$ cat src/rtl/spi_slv_pkg.sv
// Shared types, default sizes and helpers for the SPI slave responder.
package spi_slv_pkg;

    typedef enum logic [1:0] {
        IDLE  = 2'd0,
        LOAD  = 2'd1,
        SHIFT = 2'd2,
        DONE  = 2'd3
    } state_t;

    localparam int DEF_MAX_LEN = 32;
    localparam int DEF_SS_W    = 8;
    localparam int DEF_SYNC    = 2;

    // Character length code 0 stands for the maximum length.
    function automatic int unsigned len_decode(input int unsigned code,
                                               input int unsigned max_len);
        return (code == 0) ? max_len : code;
    endfunction

endpackage

$ cat src/rtl/spi_slv_sync.sv
// N-flop synchronizer with a per-instance reset value (used for sclk, mosi, ss).
module spi_slv_sync #(
    parameter int   N       = 2,
    parameter logic RST_VAL = 1'b0
) (
    input  logic clock,
    input  logic reset,
    input  logic d,
    output logic q
);

    logic [N-1:0] sr;

    // Shift the asynchronous input through N flops.
    always_ff @(posedge clock or posedge reset) begin
        if (reset) sr <= {N{RST_VAL}};
        else       sr <= {sr[N-2:0], d};
    end

    assign q = sr[N-1];

endmodule

$ cat src/rtl/spi_slave_responder.sv
// SPI slave responder: oversampled pins, one-entry tx buffer, MOSI deserialiser,
// MISO serialiser. Optional echo of the last received character into an empty
// tx buffer is enabled by defining SPI_SLV_LOOPBACK_EN.
//
// Handshake: tx_data is accepted on a clock edge where tx_valid && tx_ready;
// tx_ready stays low until the word is consumed by the next character load.
module spi_slave_responder
    import spi_slv_pkg::*;
#(
    parameter int MAX_LEN  = DEF_MAX_LEN,
    parameter int SS_W     = DEF_SS_W,
    parameter int SS_INDEX = 0,
    parameter int SYNC     = DEF_SYNC
) (
    input  logic                       clock,
    input  logic                       reset,
    input  logic                       sclk_pad_o,
    input  logic                       mosi_pad_o,
    input  logic [SS_W-1:0]            ss_pad_o,
    output logic                       miso_pad_i,
    input  logic [$clog2(MAX_LEN)-1:0] cfg_char_len,
    input  logic                       cfg_lsb,
    input  logic                       cfg_rx_neg,
    input  logic                       cfg_tx_neg,
    input  logic [MAX_LEN-1:0]         tx_data,
    input  logic                       tx_valid,
    output logic                       tx_ready,
    output logic [MAX_LEN-1:0]         rx_data,
    output logic                       rx_valid,
    output logic                       tx_underrun,
    output logic                       frame_abort,
    output logic                       busy,
    output logic [1:0]                 state_dbg
);

    localparam int CW = $clog2(MAX_LEN);

    state_t state, state_n;

    logic sclk_s, mosi_s, ss_s, sclk_prev, sel, rise, fall;
    logic [CW:0] len_l, bit_cnt, cnt_inc, cnt_eff, tx_pos, len_n, first_pos;
    logic lsb_l, rx_neg_l, tx_neg_l;
    logic sample_edge, launch_edge, do_load, do_sample, do_launch, abort;
    logic [MAX_LEN-1:0] rx_shift, rx_next, tx_word, buf_data, load_word;
    logic buf_full, miso_q, hs;
    int unsigned len_i;

    spi_slv_sync #(.N(SYNC), .RST_VAL(1'b0)) u_sync_sclk (
        .clock(clock), .reset(reset), .d(sclk_pad_o), .q(sclk_s));
    spi_slv_sync #(.N(SYNC), .RST_VAL(1'b0)) u_sync_mosi (
        .clock(clock), .reset(reset), .d(mosi_pad_o), .q(mosi_s));
    spi_slv_sync #(.N(SYNC), .RST_VAL(1'b1)) u_sync_ss (
        .clock(clock), .reset(reset), .d(ss_pad_o[SS_INDEX]), .q(ss_s));

    assign sel  = ~ss_s;
    assign rise = sclk_s & ~sclk_prev;
    assign fall = ~sclk_s & sclk_prev;

    assign len_i     = len_decode(int'(cfg_char_len), MAX_LEN);
    assign len_n     = len_i[CW:0];
    assign first_pos = cfg_lsb ? '0 : (len_n - 1'b1);
    assign load_word = buf_full ? buf_data : '0;

    // Edge roles use the configuration captured at the start of the character.
    assign sample_edge = rx_neg_l ? fall : rise;
    assign launch_edge = tx_neg_l ? fall : rise;
    assign do_load     = (state == LOAD);
    assign abort       = (state == SHIFT) && !sel;
    assign do_sample   = (state == SHIFT) && sel && sample_edge;
    assign do_launch   = (state == SHIFT) && sel && launch_edge;
    assign cnt_inc     = bit_cnt + 1'b1;
    // Count of samples including one landing this cycle; picks the next tx bit.
    assign cnt_eff     = do_sample ? cnt_inc : bit_cnt;
    assign tx_pos      = lsb_l ? cnt_eff : (len_l - 1'b1 - cnt_eff);
    assign hs          = tx_valid && tx_ready;

    assign tx_ready   = ~buf_full;
    assign busy       = (state != IDLE);
    assign state_dbg  = state;
    assign miso_pad_i = (state == IDLE) ? 1'b0 : miso_q;

    // State register.
    always_ff @(posedge clock or posedge reset) begin
        if (reset) state <= IDLE;
        else       state <= state_n;
    end

    // Next-state logic; deselect during SHIFT aborts the character.
    always_comb begin
        state_n = state;
        case (state)
            IDLE:  if (sel) state_n = LOAD;
            LOAD:  state_n = SHIFT;
            SHIFT: begin
                if (!sel)                                state_n = IDLE;
                else if (do_sample && cnt_inc == len_l)  state_n = DONE;
            end
            DONE:  state_n = sel ? LOAD : IDLE;
            default: state_n = IDLE;
        endcase
    end

    // Incoming bit lands at the position matching the bit order.
    always_comb begin
        rx_next = rx_shift;
        if (lsb_l) rx_next[bit_cnt[CW-1:0]] = mosi_s;
        else       rx_next = {rx_shift[MAX_LEN-2:0], mosi_s};
    end

    // Datapath: config capture, shifting, MISO launch and status pulses.
    always_ff @(posedge clock or posedge reset) begin
        if (reset) begin
            sclk_prev   <= 1'b0;
            len_l       <= '0;
            lsb_l       <= 1'b0;
            rx_neg_l    <= 1'b0;
            tx_neg_l    <= 1'b0;
            bit_cnt     <= '0;
            rx_shift    <= '0;
            tx_word     <= '0;
            miso_q      <= 1'b0;
            rx_data     <= '0;
            rx_valid    <= 1'b0;
            tx_underrun <= 1'b0;
            frame_abort <= 1'b0;
        end else begin
            sclk_prev   <= sclk_s;
            rx_valid    <= 1'b0;
            tx_underrun <= 1'b0;
            frame_abort <= abort;
            if (do_load) begin
                len_l       <= len_n;
                lsb_l       <= cfg_lsb;
                rx_neg_l    <= cfg_rx_neg;
                tx_neg_l    <= cfg_tx_neg;
                tx_word     <= load_word;
                tx_underrun <= ~buf_full;
                bit_cnt     <= '0;
                rx_shift    <= '0;
                miso_q      <= load_word[first_pos[CW-1:0]];
            end
            if (do_sample) begin
                rx_shift <= rx_next;
                bit_cnt  <= cnt_inc;
                if (cnt_inc == len_l) begin
                    rx_data  <= rx_next;
                    rx_valid <= 1'b1;
                end
            end
            if (do_launch && cnt_eff != '0 && cnt_eff < len_l)
                miso_q <= tx_word[tx_pos[CW-1:0]];
        end
    end

    // One-entry tx buffer: filled by the host (or by echo), emptied by LOAD.
    always_ff @(posedge clock or posedge reset) begin
        if (reset) begin
            buf_full <= 1'b0;
            buf_data <= '0;
        end else begin
            if (hs) begin
                buf_full <= 1'b1;
                buf_data <= tx_data;
            end else if (do_load && buf_full) begin
                buf_full <= 1'b0;
            end
`ifdef SPI_SLV_LOOPBACK_EN
            else if (rx_valid && !buf_full) begin
                buf_full <= 1'b1;
                buf_data <= rx_data;
            end
`else
`endif
        end
    end

endmodule

$ cat config.mk
export PLATFORM = sky130hd
export DESIGN_NAME = spi_slave_responder
export DESIGN_NICKNAME = d
export VERILOG_FILES = /design/src/rtl/spi_slv_pkg.sv /design/src/rtl/spi_slv_sync.sv /design/src/rtl/spi_slave_responder.sv
export SDC_FILE = /design/constraint.sdc
export NUM_CORES = 1
export LEC_CHECK = 0
export CAP_MARGIN = 30
export CORE_ASPECT_RATIO = 1.1
export CORE_UTILIZATION = 55
export DETAILED_ROUTE_END_ITERATION = 10
export DONT_BUFFER_PORTS = 1
export PLACE_DENSITY = 0.7
export SLEW_MARGIN = 15
export SYNTH_ARGS = -nofsm -noshare
export SYNTH_HDL_FRONTEND = slang
export SYNTH_SLANG_ARGS = --single-unit
$ cat constraint.sdc
create_clock -name clock -period 6.3 [get_ports clock]
set_input_delay 0.63 -clock clock [delete_from_list [all_inputs] [get_ports clock]]
set_output_delay 0.63 -clock clock [all_outputs]
set_load 0.02 [all_outputs]
# Yosys cells after proc, flatten, opt, wreduce, memory -nomap -nowiden
# Cells that the tools add are included.
# word_totals
word_cells,91
reg_bits,157
in_bits,53
out_inout_bits,40
# classes
mux,32
eq_ne,6
n_reduce_logical,19
add_sub_neg,4
n_lt_le_gt_ge,5
n_bitwise,6
# ops
operator,n
$mux 32,4
$bwmux 32,1
$mux 6,4
$lt 5x6->1 const B,3
$mux 1,14
$bmux 1 s5,2
$logic_and 1x1->1,10
$mux 5,2
$sub 5x1->5 const B,2
$pmux 2 s4,1
$reduce_bool 2->1,4
$add 6x1->6 const B,1
$eq 6x6->1,1
$lt 6x6->1,1
$mux 2,3
$reduce_bool 6->1,1
$demux 1 s5,1
$ge 5x1->1 const B,1
$logic_not 5->1,1
$sub 5x5->5,1
$eq 2x2->1 const B,2
$not 1->1,4
$reduce_and 2->1,2
$ne 3x1->1 const B,1
4 further kinds,5

# Longest topological paths before layout
# logic_depth
word_depth,10
depth_mapped,17
mapped_depth_nobuf,16

# Cells and area by module
# A second synthesis with hierarchy kept.
# unflattened
cells_unflattened,871
area_unflattened_um2,8030.2
# by_module_without_submodules
module,area_per_inst_um2,n_inst,seq_area_each_um2,cells_per_inst
spi_slave_responder,7866.3,1,3778.6,862
spi_slv_sync (u_sync_mosi ...),53.8,2,50.0,3
spi_slv_sync (u_sync_ss),56.3,1,52.6,3

# Least setup slack after synthesis
# Ideal clock, no wire load.
# synth_timing
kind,register to register
startpoint,register bit_cnt[0]
endpoint,register miso_q
t_arrival_ps,3542
n_path_buf,1
slack_ps,2633
t_required_ps,6175
period_less_slack_ps,3667
path_stages_with_launch,18
cell_sequence,dfrtp_1 > inv_1 > ha_1 > o211ai_1 > a21boi_0 > inv_1 > ha_1 > ha_1 > inv_1 > o22ai_1 > nor3_4 > buf_6 > mux2i_1 > mux2i_1 > mux2i_1 > mux2i_1 > mux2_2 > mux2_2
# synth_between
elab_chain_cells,7
# synth_rtl
item,line,rtl
from (decl),spi_slave_responder.sv:41,"logic [CW:0] len_l, bit_cnt, cnt_inc, cnt_eff, tx_pos, len_n, first_pos;"
from (signal assigned),spi_slave_responder.sv:144,bit_cnt <= cnt_inc;
$add 6x1->6,spi_slave_responder.sv:71,assign cnt_inc = bit_cnt + 1'b1;
$mux 6 *,spi_slave_responder.sv:73,assign cnt_eff = do_sample ? cnt_inc : bit_cnt;
$sub 5x5->5,spi_slave_responder.sv:74,assign tx_pos = lsb_l ? cnt_eff : (len_l - 1'b1 - cnt_eff);
$mux 5,spi_slave_responder.sv:74,
$bmux 1 s5,spi_slave_responder.sv:151,miso_q <= tx_word[tx_pos[CW-1:0]];
$mux 1 (not written as such),spi_slave_responder.sv:151,
$mux 1,spi_slave_responder.sv:150,if (do_launch && cnt_eff != '0 && cnt_eff < len_l)
to (signal assigned),spi_slave_responder.sv:140,miso_q <= load_word[first_pos[CW-1:0]];
to (signal assigned),spi_slave_responder.sv:151,
to (decl),spi_slave_responder.sv:45,"logic buf_full, miso_q, hs;"
# Mark *: on every way between the ends. The rest lies on a longest branch, timed or not. The select of a mux whose other input is x is not followed.
# A chain may end at the register's enable or synchronous reset.

# Worst setup path in the final report
# layout_timing
startpoint,register sclk_prev
endpoint,register miso_q
# layout_between
elab_chain_cells,10
# layout_rtl
item,line,rtl
from (decl),spi_slave_responder.sv:40,"logic sclk_s, mosi_s, ss_s, sclk_prev, sel, rise, fall;"
from (signal assigned),spi_slave_responder.sv:127,sclk_prev <= sclk_s;
$not 1->1,spi_slave_responder.sv:56,assign rise = sclk_s & ~sclk_prev;
$and 1x1->1,spi_slave_responder.sv:56,
$mux 1,spi_slave_responder.sv:65,assign sample_edge = rx_neg_l ? fall : rise;
$logic_and 1x1->1,spi_slave_responder.sv:69,assign do_sample = (state == SHIFT) && sel && sample_edge;
$mux 6,spi_slave_responder.sv:73,
$sub 5x5->5,spi_slave_responder.sv:74,
$mux 5,spi_slave_responder.sv:74,
$bmux 1 s5,spi_slave_responder.sv:151,
$mux 1 (not written as such),spi_slave_responder.sv:151,
$mux 1,spi_slave_responder.sv:150,
# Parallel ways exist; a longest one is shown, timed or not. The select of a mux whose other input is x is not followed.

==> results.txt <==
The run finished with clean final reports. The final instance count without filler cells came out at 1,025. The post-cts repair resize count came out at 0. The height of the die came out at 129 um. Synthesis produced a netlist whose cell count is between 800 and 900.

The portion of synthesized area spent on multiplexers is 0.108. The endpoint required time on the critical path came out at between 6000 and 7000 ps. Clock-pin slew was measured on the worst setup and hold paths at about 60 ps.

The antenna diode instance count is 0. The later-pin clock latency in the skew report came out at around 430 ps. The count of cell types in the netlist is 58. For this configuration, the core starts out at a cell density of 0.571. The path type of the worst setup path is flip-flop to flip-flop.

In the global route stage, met2 resource usage came out at 0.424. Of the total synthesized cell area, the portion taken by AND, OR, NAND and NOR gates is 0.188. The number of global-route vias before repair came out at around 6k. By area the synthesized netlist is led by sky130_fd_sc_hd__dfrtp_1 48%, sky130_fd_sc_hd__nand2_1 8.2%, sky130_fd_sc_hd__mux2_2 5.6%.

The number of clock sinks seen by CTS is 157. In this run the power density over the cells is roughly 460 nW/um^2. After layout, the minimum clock period comes to roughly 4400 ps.

The total count of hold-check failures in the final report came out at 0. The iteration count of the initial detailed-routing pass is 5. The number of max-slew violations in the final report came out at 0. The half-perimeter wire length after detailed placement is ~12,000 um. The total DRC errors in the routed layout is 0. On the final layout, the worst hold slack is a little over 200 ps.

The cell taking the most area after synthesis is sky130_fd_sc_hd__dfrtp_1. The met1 layer usage reported by global route came out at 0.316. The share of final-layout standard cells stronger than drive strength 1 came out at 0.123.

The area growth from synthesis to layout is 8.86%. In this run, placement finished with an instance count of ~990. The die footprint is roughly 15,000 um^2. The region available for standard cell placement spans 14,000 um^2. The floorplan die width came out at approximately 120 um. The post-synthesis async set-or-reset flop share came out at 1.00. In this run, CTS created clock tree buffers numbering 17. Yosys mapped a number of flops with a built-in enable equal to 0. The level count of the clock H-tree came out at 4.

The library cell used most frequently in the layout, excluding fill and tap cells, is sky130_fd_sc_hd__nand2_1. In this run the clock root is driven by a sky130_fd_sc_hd__clkbuf_16. The wire length reported by the detailed router came out at ~18,000 um. The setup TNS after final layout came out at 0 ps. The worst setup path is launched from a flip-flop. The final critical-path share of the clock period is 0.693. The min-delay analysis places its worst path in the category input port to flip-flop. TritonCTS built the clock tree. For this run, global-route usage on met3 was measured as 0.0608. The routed layout has a little over 6k vias. The average instance in the mapped netlist occupies 9.34 um^2. The layer carrying the most global-route usage is met2. The global-route wire length before repair is slightly below 30,000 um.

The detailed-route vias per instance is 5.95. The maximum number of pins on one net before global-route repair came out at 89. In this run the tool buffered the top-level ports with 0 buffer cells. Among cell families on the critical path, the largest total delay comes from multiplexers. Among the stages of the critical path, the cell type that occurs most often is sky130_fd_sc_hd__mux2i_1.

Of the total synthesized cell area, the portion taken by full adders, half adders and majority gates is 0.0234. The achievable frequency came out at 229 MHz. In this design, the stage delay of the slowest critical-path cell is between 600 and 700 ps. The xor/xnor cell area share of the yosys netlist came out at 0.0195. Summed over all layers, the global routing overflow is 0. The leakage dissipation came out at between 3 and 4 nW. The critical path goes through and3b_1, o21ai_4, clkinv_2, ha_1, ha_1, ha_1, inv_1, o22ai_1, nor3_4, buf_8, mux2i_1, mux2i_1, mux2i_1, mux2i_1, mux2_2, mux2_2. The floorplan row count came out at 45. Leaving out fill and tap cells, the most frequent cells in the layout are 175 x sky130_fd_sc_hd__nand2_1, 154 x sky130_fd_sc_hd__dfrtp_1, 89 x sky130_fd_sc_hd__nand3_1. IR analysis of the VDD net gives a maximum drop of around 340 uV. The final-stage net count is between 800 and 900.

The count of hold-fix buffers inserted at cts came out at 0. The initial antenna violation count is 0. Setup violations remaining at the end of the flow were counted as 0.

The number of primary I/O pins is 93. After synthesis, the largest family of logic cells by area is simple AND/OR/NAND/NOR gates. The design draws 4.01 mW. The worst endpoint data arrival time is approximately 4700 ps. The share of the Yosys chip area taken by registers is 0.491.

The worst-case headroom to the max-slew limit came out at 0.391. The standard cell with the maximum stage delay on the critical path is sky130_fd_sc_hd__o21ai_4. Setup repair after global routing left no endpoint under its margin.

The clock passes through at most 2 buffers. The post-CTS repair timing setup buffer count came out at 0. The total of warnings raised by yosys is 0. Of the post-synthesis cell area, the dominant cell type holds 0.484. For this run, the total global-route usage over all layers was measured as 0.254. The net count after synthesis came out at between 900 and 1k. The kind of end point of the critical path is a flip-flop.

The cell area after synthesis is approximately 8000 um^2. The number of register bits inferred by synthesis is around 160. The largest clock skew in the final design is 8.24 ps. The wire length per cell after detailed routing came out at 17.2 um. The buffer and inverter count on the worst path came out at 3. The last weighted congestion value of the routability-driven placer is between 0.8 and 0.9. Max-cap violations in this run came to 0. The complex-gate fraction of the synthesized area came out at 0.128. The number of nets with antenna violations after detailed routing came out at 0.

Among all flip-flop cells after synthesis, the most frequent one is sky130_fd_sc_hd__dfrtp_1. The measured slew at the worst slew-check pin came out at about 910 ps. The first routing iteration left just over 400 violations. The top fanout value on the critical path is 34.
sequential cells by signal, summed over array words and instances, names as in the netlist:
signal and flops:
rx_data 32, rx_shift 32, rx_neg_l 1, tx_underrun 1, u_sync_ss.sr 2, u_sync_mosi.sr 2, buf_data 32, bit_cnt 6
frame_abort 1, sclk_prev 1, rx_valid 1, miso_q 1, len_l 6, u_sync_sclk.sr 2, tx_word 32, state_dbg 2
buf_full 1, lsb_l 1, tx_neg_l 1
layer usage:
metal,up-vias,part of all wire
met5,-,0
met4,0,0.022
li1,2911,-
met2,170,0.52
met3,33,0.050
met1,2985,0.41
logic make-up after synthesis:
family          Yosys count
buf+inv                  84
xor+xnor                 17
fa+ha+maj                15
mux                      78
flops                   157
simple gates            331
compound gates          175
cell type report:
type | count | area [um^2]
Clock buffer | 20 | 447
Tap cell | 188 | 235
Fill cell | 1174 | 5300
Multi-Input combinational cell | 616 | 3760
Inverter | 22 | 88.8
Timing Repair Buffer | 10 | 103
Clock inverter | 12 | 145
Sequential cell | 157 | 3930
worst reg2reg max path: stages (launching register included):
cell	delay (ps)
sky130_fd_sc_hd__dfrtp_1	400
sky130_fd_sc_hd__and3b_1	260
sky130_fd_sc_hd__o21ai_4	670
sky130_fd_sc_hd__clkinv_2	280
sky130_fd_sc_hd__ha_1	360
sky130_fd_sc_hd__ha_1	200
sky130_fd_sc_hd__ha_1	270
sky130_fd_sc_hd__inv_1	60
sky130_fd_sc_hd__o22ai_1	100
sky130_fd_sc_hd__nor3_4	290
sky130_fd_sc_hd__buf_8	230
sky130_fd_sc_hd__mux2i_1	260
sky130_fd_sc_hd__mux2i_1	110
sky130_fd_sc_hd__mux2i_1	160
sky130_fd_sc_hd__mux2i_1	90
sky130_fd_sc_hd__mux2_2	260
sky130_fd_sc_hd__mux2_2	260
power by group:
group	total [mW]	internal, mW	switching (mW)
Clock	1.03	0.629	0.401
Combinational	1.38	0.584	0.799
Sequential	1.60	1.31	0.290
final timing paths:
| path | depth (start not counted) | startpoint | slack (ps) | end |
|---|---|---|---|---|
| hold reg to reg | 0 | u_sync_sclk.sr[0]$_DFF_PP0_ | 350 | u_sync_sclk.sr[1]$_DFF_PP0_ |
| min in group asynchronous | 1 | reset | 210 | buf_data[1]$_DFFE_PP0P_ |
| setup reg to reg | 16 | sclk_prev$_DFF_PP0_ | 1930 | miso_q$_DFFE_PP0P_ |
| setup / recovery | 16 | sclk_prev$_DFF_PP0_ | 1930 | miso_q$_DFFE_PP0P_ |
| max in group asynchronous | 3 | reset | 5050 | rx_shift[24]$_DFFE_PP0P_ |
| hold / removal | 0 | ss_pad_o[0] | 200 | u_sync_ss.sr[0]$_DFF_PP1_ |
stage by stage:
stage	worst slack, ps	util	instance area (um^2)
2_1_floorplan	1440	-	8010
3_3_place_gp	1700	0.576	8080
3_5_place_dp	1600	0.576	8080
4_1_cts	1550	0.619	8670
5_1_grt	1690	0.622	8720
6_report	1930	0.622	8720
Yosys cell counts, types with 2 or more instances:
cell type	instances
sky130_fd_sc_hd__a211oi_1	2
sky130_fd_sc_hd__a21oi_1	7
sky130_fd_sc_hd__a31oi_1	4
sky130_fd_sc_hd__and2_1	3
sky130_fd_sc_hd__and3_1	2
sky130_fd_sc_hd__and3b_1	2
sky130_fd_sc_hd__buf_1	17
sky130_fd_sc_hd__clkbuf_1	43
sky130_fd_sc_hd__dfrtp_1	155
sky130_fd_sc_hd__dfstp_2	2
sky130_fd_sc_hd__ha_1	15
sky130_fd_sc_hd__inv_1	21
sky130_fd_sc_hd__mux2_2	40
sky130_fd_sc_hd__mux2i_1	35
sky130_fd_sc_hd__mux4_2	3
sky130_fd_sc_hd__nand2_1	175
sky130_fd_sc_hd__nand2b_1	5
sky130_fd_sc_hd__nand3_1	89
sky130_fd_sc_hd__nand3b_1	2
sky130_fd_sc_hd__nand4b_1	2
sky130_fd_sc_hd__nor2_1	25
sky130_fd_sc_hd__nor2b_1	6
sky130_fd_sc_hd__nor3_1	4
sky130_fd_sc_hd__nor3b_1	4
sky130_fd_sc_hd__nor4_1	2
sky130_fd_sc_hd__o211ai_1	23
sky130_fd_sc_hd__o21ai_0	87
sky130_fd_sc_hd__o21ai_1	31
sky130_fd_sc_hd__o221ai_1	5
sky130_fd_sc_hd__o22ai_1	3
sky130_fd_sc_hd__or4_1	2
sky130_fd_sc_hd__xnor2_1	7
sky130_fd_sc_hd__xor2_1	9
(Power assumes the default switching activity.)
